[src/rtl/dm_pkg.sv]
// Shared constants for the two-master data-memory arbiter.
// Holds the widths, port indices and common byte-enable patterns.
package dm_pkg;

    localparam int ADDR_W = 10;
    localparam int DATA_W = 32;
    localparam int BE_W   = 4;

    // Width of the port-1 starvation counter; covers STARVE_MAX up to 15.
    localparam int CNT_W  = 4;

    localparam int P_CPU  = 0;
    localparam int P_DMA  = 1;

    localparam logic [BE_W-1:0] BE_WORD    = 4'b1111;
    localparam logic [BE_W-1:0] BE_HALF_LO = 4'b0011;

    // A granted access only writes memory when at least one byte lane is enabled.
    function automatic logic is_mem_write(input logic we, input logic [BE_W-1:0] be);
        return we && (be != '0);
    endfunction

endpackage

[src/rtl/dm_arb_core.sv]
// Grant logic for the data-memory arbiter.
// Port 0 has fixed priority; port 1 is force-granted after STARVE_MAX denied cycles.
import dm_pkg::*;

module dm_arb_core #(
    parameter int STARVE_MAX = 4
) (
    input  logic clock,
    input  logic rst_n,
    input  logic m0_req,
    input  logic m1_req,
    output logic m0_gnt,
    output logic m1_gnt
);

    localparam logic [CNT_W-1:0] CNT_MAX = CNT_W'(STARVE_MAX);

    logic [CNT_W-1:0] starve_cnt;
    logic [CNT_W-1:0] cnt_next;
    logic             force_q;
    logic             force_next;

    // Grants are suppressed while reset is asserted so nothing reaches memory.
    always_comb begin
        m0_gnt = 1'b0;
        m1_gnt = 1'b0;
        if (rst_n) begin
            if (force_q) begin
                if (m1_req) begin
                    m1_gnt = 1'b1;
                end else if (m0_req) begin
                    m0_gnt = 1'b1;
                end
            end else begin
                if (m0_req) begin
                    m0_gnt = 1'b1;
                end else if (m1_req) begin
                    m1_gnt = 1'b1;
                end
            end
        end
    end

    always_comb begin
        cnt_next   = starve_cnt;
        force_next = force_q;
        if (!m1_req || m1_gnt) begin
            cnt_next = '0;
        end else if (starve_cnt != CNT_MAX) begin
            cnt_next = starve_cnt + 1'b1;
        end
        // force stays armed until port 1 actually gets its access
        if (m1_gnt) begin
            force_next = 1'b0;
        end else if (cnt_next == CNT_MAX) begin
            force_next = 1'b1;
        end
    end

    always_ff @(posedge clock or negedge rst_n) begin
        if (!rst_n) begin
            starve_cnt <= '0;
            force_q    <= 1'b0;
        end else begin
            starve_cnt <= cnt_next;
            force_q    <= force_next;
        end
    end

endmodule

[src/rtl/dm_arbiter.sv]
// Two-master arbiter and sequencer for the shared 4 KB data memory.
// One word access per clock; writes commit at the grant edge, reads return one cycle later.
import dm_pkg::*;

module dm_arbiter #(
    parameter int ADDR_W     = dm_pkg::ADDR_W,
    parameter int DATA_W     = dm_pkg::DATA_W,
    parameter int STARVE_MAX = 4
) (
    input  logic              clock,
    input  logic              rst_n,

    input  logic              m0_req,
    input  logic              m0_we,
    input  logic [ADDR_W-1:0] m0_addr,
    input  logic [BE_W-1:0]   m0_be,
    input  logic [DATA_W-1:0] m0_wdata,
    output logic              m0_gnt,
    output logic              m0_rvalid,
    output logic [DATA_W-1:0] m0_rdata,

    input  logic              m1_req,
    input  logic              m1_we,
    input  logic [ADDR_W-1:0] m1_addr,
    input  logic [BE_W-1:0]   m1_be,
    input  logic [DATA_W-1:0] m1_wdata,
    output logic              m1_gnt,
    output logic              m1_rvalid,
    output logic [DATA_W-1:0] m1_rdata,

    output logic [ADDR_W-1:0] dm_addr,
    output logic [BE_W-1:0]   dm_be,
    output logic [DATA_W-1:0] dm_din,
    output logic              dm_we,
    input  logic [DATA_W-1:0] dm_dout
);

    logic m0_rd_issue;
    logic m1_rd_issue;
    logic m0_rd_pend;
    logic m1_rd_pend;

    dm_arb_core #(
        .STARVE_MAX (STARVE_MAX)
    ) u_core (
        .clock  (clock),
        .rst_n  (rst_n),
        .m0_req (m0_req),
        .m1_req (m1_req),
        .m0_gnt (m0_gnt),
        .m1_gnt (m1_gnt)
    );

    // Idle buses are driven to zero so the memory sees a quiet interface.
    always_comb begin
        dm_addr = '0;
        dm_be   = '0;
        dm_din  = '0;
        dm_we   = 1'b0;
        if (m0_gnt) begin
            dm_addr = m0_addr;
            dm_be   = m0_be;
            dm_din  = m0_wdata;
            dm_we   = is_mem_write(m0_we, m0_be);
        end else if (m1_gnt) begin
            dm_addr = m1_addr;
            dm_be   = m1_be;
            dm_din  = m1_wdata;
            dm_we   = is_mem_write(m1_we, m1_be);
        end
    end

    assign m0_rd_issue = m0_gnt && !m0_we;
    assign m1_rd_issue = m1_gnt && !m1_we;

    // Read data is captured at the grant edge and held until the next read on that port.
    always_ff @(posedge clock or negedge rst_n) begin
        if (!rst_n) begin
            m0_rd_pend <= 1'b0;
            m1_rd_pend <= 1'b0;
            m0_rdata   <= '0;
            m1_rdata   <= '0;
        end else begin
            m0_rd_pend <= m0_rd_issue;
            m1_rd_pend <= m1_rd_issue;
            if (m0_rd_issue) begin
                m0_rdata <= dm_dout;
            end
            if (m1_rd_issue) begin
                m1_rdata <= dm_dout;
            end
        end
    end

    assign m0_rvalid = m0_rd_pend;
    assign m1_rvalid = m1_rd_pend;

endmodule
[config.mk]
export PLATFORM = sky130hd
export DESIGN_NAME = dm_arbiter
export DESIGN_NICKNAME = d
export VERILOG_FILES = /design/src/rtl/dm_pkg.sv /design/src/rtl/dm_arb_core.sv /design/src/rtl/dm_arbiter.sv
export SDC_FILE = /design/constraint.sdc
export NUM_CORES = 1
export LEC_CHECK = 0
export ABC_AREA = 1
export CAP_MARGIN = 30
export CORE_MARGIN = 3
export CORE_UTILIZATION = 32
export DETAILED_ROUTE_END_ITERATION = 8
export PLACE_DENSITY = 0.77
export REMOVE_ABC_BUFFERS = 1
export SKIP_CTS_REPAIR_TIMING = 1
export SLEW_MARGIN = 10
export SYNTH_ARGS = -nofsm -noshare
export SYNTH_HDL_FRONTEND = slang
export SYNTH_SLANG_ARGS = --single-unit
[constraint.sdc]
create_clock -name clock -period 1.1 [get_ports clock]
set_input_delay 0.22 -clock clock [delete_from_list [all_inputs] [get_ports clock]]
set_output_delay 0.22 -clock clock [all_outputs]
set_load 0.01 [all_outputs]
# [Word level (Yosys, flattened, before mapping)]
# Index checks and enable logic that the tools add are counted.
[totals] register_bits=71 in_bits=130 out_inout_bits=115 wordCells=40
[op_classes] n_addsub=1 n_eq_ne=2 n_mux=20 reduce_logical=11
[op_table] op="$mux 32" n=2
[op_table] op="$mux 10" n=2
[op_table] op="$mux 4" n=4
[op_table] op="$mux 1" n=12
[op_table] op="$reduce_bool 4->1" n=2
[op_table] op="$add 4x1->4 const B" n=1
[op_table] op="$eq 4x3->1 const B" n=1
[op_table] op="$logic_and 1x1->1" n=4
[op_table] op="$ne 4x3->1 const B" n=1
[op_table] op="$logic_not 1->1" n=3
[op_table] op="$reduce_bool 2->1" n=1
[op_table] op="$logic_or 1x1->1" n=1

# [Logic depth before layout (Yosys ltp)]
# Gate-level depths: netlist (run 1).
[logic_depth] depth_word=9 mapped_depth=8

# [Hierarchy]
# From an unflattened synthesis (run 1), not the netlist that was laid out.
[unflattened] cells_unflattened=454 hier_area_um2=3567.2
[by_module_without_submodules] module="dm_arbiter" n_inst=1 cells_per_inst=413 area_per_inst_um2=3248.1
[by_module_without_submodules] module="dm_arb_core" n_inst=1 cells_per_inst=41 area_per_inst_um2=319.1

# [Worst setup path after synthesis (run 1)]
# Ideal clock, no wire load.
[synth_timing] path_type="register to output" start="register u_core.force_q" end="output dm_we" arrival_time_ns=1.046 t_required_ns=0.880 setup_slack_ns=-0.166 path_stages_with_launch=7 path_buffers=1 cell_sequence="dfrtp_1 -> nand2_1 -> nand3_2 -> inv_2 -> buf_4 -> nand3_1 -> nand2_1"
[synth_between] word_cells_on_any_way=6 classes_between="mux (6)"
[synth_lines] item="from (decl)" line_no="dm_arb_core.sv:20" text="logic force_q;"
[synth_lines] item="from (signal assigned)" line_no="dm_arb_core.sv:66" text="force_q <= force_next;"
[synth_lines] item="$mux 1" line_no="dm_arb_core.sv:28" text="if (force_q) begin"
[synth_lines] item="$mux 1" line_no="dm_arb_core.sv:27" text="if (rst_n) begin"
[synth_lines] item="net m0_gnt" line_no="dm_arbiter.sv:18" text="output logic m0_gnt,"
[synth_lines] item="$mux 1" line_no="dm_arbiter.sv:60" text="if (m0_gnt) begin"
[synth_lines] item="to (decl)" line_no="dm_arbiter.sv:34" text="output logic dm_we,"
# The timed path passes the listed nets, and every way through them passes these cells.

# [Worst setup path after layout (run 1)]
[layout_timing] start="register u_core.force_q" end="output dm_din[21]"
[layout_between] elab_chain_cells=4 word_cells_on_any_way=6 classes_between="mux (6)"
[layout_rtl] item="$mux 1" line_no="dm_arb_core.sv:28"
[layout_rtl] item="$mux 1" line_no="dm_arb_core.sv:27"
[layout_rtl] item="$mux 32" line_no="dm_arbiter.sv:65" text="end else if (m1_gnt) begin"
[layout_rtl] item="$mux 32 *" line_no="dm_arbiter.sv:60"
[layout_rtl] item="to (decl)" line_no="dm_arbiter.sv:33" text="output logic [DATA_W-1:0] dm_din,"
# Mark *: on every way between the ends. The rest lies on a longest branch, timed or not.

==> results of run 1 <==
## per-stage QoR
stage	hold WS (ns)	std cells	total power, W
after global placement	0.173	736	0.00809
after global routing	0.316	799	0.0107
after CTS	-0.201	751	0.0100
final	0.253	799	0.0101
after floorplan	-0.0756	332	0.00536
after detailed placement	0.175	736	0.00821
## layout by cell type, fill, tap and decap left out, types with 2 or more instances in the layout
master             n
clkdlybuf4s50_1  138
dfrtp_1           71
nand2_1           69
clkbuf_2          60
inv_1             46
buf_4             44
a22o_1            42
o21ai_2           41
buf_6             29
buf_2             29
o21ai_1           24
clkbuf_8          10
clkbuf_16          6
buf_12             6
nand2_2            5
nand4_1            4
nand3_1            4
nor2_4             3
inv_2              2
nand2_4            2
nand3_2            2
a21oi_1            2
nor2_1             2
inv_4              2
o22ai_2            2
o22ai_1            2
ha_2               2
clkbuf_1           2
clkinvlp_4         2
dlymetal6s2s_1     2
## final cells by class
| type | instances | share of cell area [%] |
|---|---|---|
| Clock buffer | 12 | 2.24 |
| Multi-Input combinational cell | 209 | 21.3 |
| Antenna cell | 1 | 0.0386 |
| Inverter | 52 | 3.16 |
| Sequential cell | 71 | 27.4 |
| Clock inverter | 3 | 0.308 |
| Timing Repair Buffer | 315 | 43.0 |
| Tap cell | 136 | 2.62 |
## routing by layer
metal	up-vias	global-route usage, %	wire length (um)
li1	1793	-	-
met1	1856	20.3	4890
met3	13	6.64	1130
met5	-	0	0
met4	0	6.68	214
met2	166	35.0	7870
## worst min-delay path by stage
stage / cells past startpoint / endpoint / slack, ns / startpoint
6_report: 3 / m0_rvalid / 0.25 / rst_n
5_1_grt: 3 / m1_rvalid / 0.32 / rst_n
4_1_cts: 2 / u_core.force_q / -0.20 / rst_n
3_5_place_dp: 2 / u_core.force_q / 0.17 / rst_n
3_3_place_gp: 2 / u_core.force_q / 0.17 / rst_n
2_1_floorplan: 0 / m0_rdata[0] / -0.08 / rst_n
## power by group
group | internal (W) | switching (W) | leakage (nW)
Combinational | 0.00244 | 0.00205 | 2.34
Sequential | 0.00334 | 0.000456 | 0.892
Clock | 0.000865 | 0.000923 | 0.0785
Total | 0.00665 | 0.00342 | 3.31
## worst max-delay path: cells and delay by family, from the launching register on
family	cells	cell delay, ns
compound gates	1	0.15
buf+inv	3	0.82
flops	1	0.40
simple gates	2	0.19
## state kept, by name (all words and copies together) (netlist names)
register	count
m1_rdata	32
m0_rvalid	1
u_core.force_q	1
u_core.starve_cnt	4
m1_rvalid	1
m0_rdata	32
## cell families after synthesis
group           Yosys count
compound gates          114
simple gates             92
buf+inv                  72
flops                    71
fa+ha+maj                 2
xor+xnor                  1
==> flow_summary.yaml, run 1 <==
yosys:
  synthMuxAreaShare_pct: 0
  yosysSeqAreaShare_pct: 51.5
  yosysWarningCount: 0
  ys_seq_elements: 71
  synthSimpleGateAreaFrac_pct: 11.2
  synth_top_family_by_area: "compound AO/OA/AOI/OAI gates"
  synth_common_cells: "nand2_1 (74), dfrtp_1 (71), inv_1 (48)"
  synth_top_cell_area_share_pct: 51.5
  synth-xor-area-share_pct: 0.254
  synthCells: 352
  synth_top_flop_cell: "dfrtp_1"
  synth_area_leaders: "dfrtp_1 (52%), a22o_1 (11%), o21ai_2 (8.1%)"
  async_reset_ff_share_pct: 100
  synth_top_area_cell: "dfrtp_1"
  ys_types: 24
  netlist_area_mm2: 0.00345
  syn_area_per_cell_um2: 9.80
  synth_most_common_cell: "nand2_1"
  synth_edf_count: 0
  synth_compound_area_share_pct: 25.1
  synth-adder-area-share_pct: 0.726
timing:
  setup_tns_ns: -56.93
  hold_violations: 0
  rsz0062_at_grt: "true"
  fin_crit_ns: 2.13
  fmax_ghz: 0.469
  slew_violations: 0
  skew_ns: 0.00595
  setup_viol: 118
  relSlewSlack_pct: 40.8
  finalCritPeriodShare_pct: 194
  tightest_slew_ns: 0.888
  post-route-worst-setup-slack_ns: -1.03
floorplan:
  die_area_mm2: 0.0121
  fp-row-count: 37
  core_mm2: 0.0104
  start_util_pct: 33.1
  io_pins: 245
  die_w_um: 110
  die_h_um: 110
clock_network:
  clock-sinks: 71
  ctsLongestPathBuffers: 2
  htree_levels: 3
  clkLatencyLatePin_ns: 0.34
  cts_tree: "built"
  clk_pin_slew_ns: 0.07
  cts_root_buf: "clkbuf_8"
  cts-buffers-inserted: 9
grt:
  grt_pass1_wl_um: 17400
  antenna_found_initial: 1
  grt_max_degree: 71
  grt_usage_pct: 19.2
  grt_pass1_vias: 3403
  grt-ovfl-total: 0
worst_setup_path:
  r2r-start: "u_core.force_q"
  arrival_ns: 1.91
  crit_slowest_cell: "clkdlybuf4s50_1"
  reg2reg_depth: 9
  cp-start-kind: "register"
  worst-r2r-setup-slack_ns: -0.39
  critPathCaptureType: "output pin"
  cp-startpoint: "u_core.force_q"
  path_cells: "nand2_1 > nand3_2 > inv_4 > buf_12 > a22o_1 > clkdlybuf4s50_1"
  r2r-end: "m0_rdata[8]"
  crit_path_max_fanout: 24
  cp.required_ns: 0.88
  worstSetupPathType: "reg -> out"
  slowest_delay_ns: 0.55
  setup.worst_path.end: "dm_din[21]"
drt:
  drtAntennaViolNets: 0
  drc: 0
  drt_first_pass_iters: 6
  wl_um: 14100
  vias: 3828
  wl_per_cell_um: 17.6
  viasPerCell: 4.79
  drt-initial-drc-count: 176
outcome:
  outcome: "finished with violations"
  violations: "negative setup slack"
worst_hold_path:
  hold_class: "in -> async"
final_layout:
  post-route-cell-area_mm2: 0.00649
  fill_cells: 888
  layout.nets: 790
  multi_input_area_mm2: 0.00138
  finish.utilization_pct: 62.3
  seqCellArea_mm2: 0.00178
  area_growth_pct: 88.2
  layout-drive-gt1-share_pct: 38.1
flow_run:
  drv_cap: 0
placement:
  gp_congestion: 0.766
  dp_slack_ns: -1.06
  dp_hpwl_um: 9630
  io_buffers: 244
  placed_cell_area_mm2: 0.00613
power:
  pwr_density_cell_mw_per_mm2: 1550
  vdd_drop_max_mv: 0.706
  p_leak_nw: 3.31
Note: power is estimated with default switching activity, not from simulation.
==> run 2: changes to the inputs <==
Settings changed: ABC_AREA 1 to default, CORE_UTILIZATION 32 to 31, PLACE_DENSITY 0.77 to 0.76.
==> flow_summary.yaml, run 2 <==
timing:
  setup_viol: 122
  fmax_ghz: 0.515
  skew_ns: 0.00946
  setup_tns_ns: -83.13
  slew_violations: 0
  hold_violations: 0
  tightest_slew_ns: 0.447
  relSlewSlack_pct: 70.1
  fin_crit_ns: 1.94
  post-route-worst-setup-slack_ns: -0.840
  rsz0062_at_grt: "true"
  finalCritPeriodShare_pct: 176
  hold_slack_ns: 0.00249
yosys:
  synth_area_leaders: "dfrtp_1 (53%), mux2_4 (13%), a22o_1 (12%)"
  ys_seq_elements: 71
  syn_area_per_cell_um2: 14.2
  synth_top_cell_area_share_pct: 53.2
  netlist_area_mm2: 0.00334
  synth_edf_count: 0
  synth_most_common_cell: "dfrtp_1"
  async_reset_ff_share_pct: 100
  yosysSeqAreaShare_pct: 53.2
  ys_types: 24
  yosysWarningCount: 0
  synthCells: 235
  synth_common_cells: "dfrtp_1 (71), a22o_1 (46), mux2_2 (35)"
  synth_top_flop_cell: "dfrtp_1"
  synth_top_area_cell: "dfrtp_1"
drt:
  drt-initial-drc-count: 228
  drtAntennaViolNets: 0
  wl_per_cell_um: 20.1
  viasPerCell: 4.81
  wl_um: 13800
  drt_first_pass_iters: 4
  drc: 0
  vias: 3299
final_layout:
  reg_top3: "m0_rdata x32, m1_rdata x32, u_core.starve_cnt x4"
  final_cell_mix: "clkdlybuf4s50_1 (128), dfrtp_1 (71), clkbuf_2 (55)"
  diodes: 0
  layout-drive-gt1-share_pct: 48.4
  layout.nets: 677
  final_common_cell: "clkdlybuf4s50_1"
  area_growth_pct: 99.0
  seqCellArea_mm2: 0.00178
  multi_input_area_mm2: 0.00158
  fill_cells: 830
  final_cells: 686
  finish.utilization_pct: 63.9
floorplan:
  fp-row-count: 37
  die_area_mm2: 0.0121
  die_w_um: 110
  io_pins: 245
  core_mm2: 0.0104
  start_util_pct: 32.1
  die_h_um: 110
worst_setup_path:
  crit_path_max_fanout: 8
  cp.required_ns: 0.88
  worstSetupPathType: "reg -> out"
  r2r-start: "u_core.force_q"
  critPathCaptureType: "output pin"
  cp-start-kind: "register"
  arrival_ns: 1.72
  cp-startpoint: "u_core.force_q"
placement:
  io_buffers: 244
  post-place-cells: 625
  dp_hpwl_um: 9210
  gp_congestion: 0.726
grt:
  grt_pass1_vias: 3208
  grt-ovfl-total: 0
  grt_usage_pct: 18.3
  antenna_found_initial: 0
  grt_max_degree: 73
  grt_pass1_wl_um: 17000
flow_run:
  drv_cap: 0
clock_network:
  cts_tree: "built"
  cts-buffers-inserted: 9
  clock-sinks: 71
  htree_levels: 3
  clkLatencyLatePin_ns: 0.34
  ctsLongestPathBuffers: 2
  cts_root_buf: "clkbuf_8"
  clk_pin_slew_ns: 0.08
power:
  power.share.clock_pct: 20.3
  p_comb_share_pct: 40.7
  vdd_drop_max_mv: 1.03
  switching_share_pct: 30.0
  p_sw_w: 0.00272
  power_frac_seq_pct: 39.0
  pwr_density_cell_mw_per_mm2: 1360
  fin_total_pwr_w: 0.00906
  internal_power_w: 0.00635
  p_leak_nw: 3.45
worst_hold_path:
  hold_class: "in -> async"
outcome:
  outcome: "finished with violations"
  violations: "negative setup slack"
==> run 2: changes by cell type after synthesis, sizes merged, moves of 3 or more <==
cell    before  now
a22o        42   46
and3         0    3
nand3        6    2
nor2         6    2
o22ai        4    0
o21ai       65    2
inv         51    5
nand4        4    0
buf         20   14
mux2         0   64
nand2       76    3
nand2b       0    4
clkbuf       0    5
==> run 2: power groups by stage <==
stage	Combinational, W	Sequential [W]	Clock (W)
global route	0.00391	0.00360	0.00203
finish	0.00369	0.00354	0.00184
global placement	0.00357	0.00353	0
CTS	0.00364	0.00352	0.00192
detailed placement	0.00362	0.00356	0
floorplan	0.000990	0.00380	0
==> run 2: final cells by class <==
| type | count | share of cell area (%) |
|---|---|---|
| inverter | 5 | 0.282 |
| tap | 136 | 2.56 |
| clock buffer | 10 | 1.92 |
| timing repair buffer | 318 | 44.2 |
| clock inverter | 6 | 0.677 |
| sequential | 71 | 26.7 |
| multi-input combinational | 140 | 23.7 |
==> run 2: worst max-delay path, stage by stage (launching register included) <==
cell and delay (ns):
dfrtp_1 0.39, buf_6 0.12, a21oi_4 0.23, buf_6 0.14, clkbuf_16 0.14, buf_6 0.09, a22o_1 0.15, buf_6 0.11
==> run 2: path summary, 6_finish.rpt <==
check / endpoint / slack (ns) / depth (start not counted)
min in group clock: u_core.force_q / 0.43 / 5
worst max register to register: m0_rdata[25] / -0.81 / 7
worst min register to register: m0_rdata[15] / 0.51 / 1
worst max-delay path: dm_addr[8] / -0.84 / 7
worst min-delay path: m1_rdata[1] / 0.002 / 3
max in group asynchronous: u_core.starve_cnt[3] / 0.27 / 3
==> run 2: per-layer routing <==
metal  up-vias  wire [um]  GRT usage [%]  part of all wire, %
met2       149       6760           29.8                   49
met1      1632       5570           22.9                   40
li1       1498          -              -                    -
met5         -          0              0                    0
met4         0        199           3.12                  1.4
met3        20       1250           7.75                  9.1
==> run 2: cells by family after synthesis <==
logic type | Yosys count | synth area share [%]
AOI/OAI and AO/OA | 55 | 13.9
adders and majority gates | 2 | 0.749
buffers and inverters | 24 | 4.19
DFF | 71 | 53.2
muxes | 65 | 25.1
and+or+nand+nor | 18 | 2.92
==> run 2: per-stage QoR <==
step / area, um^2 / worst slack [ns]
after floorplan: 3220 / -3.36
after global placement: 6130 / -1.04
after detailed placement: 6130 / -1.08
after CTS: 6300 / -1.15
after global routing: 6650 / -0.921
final: 6650 / -0.840
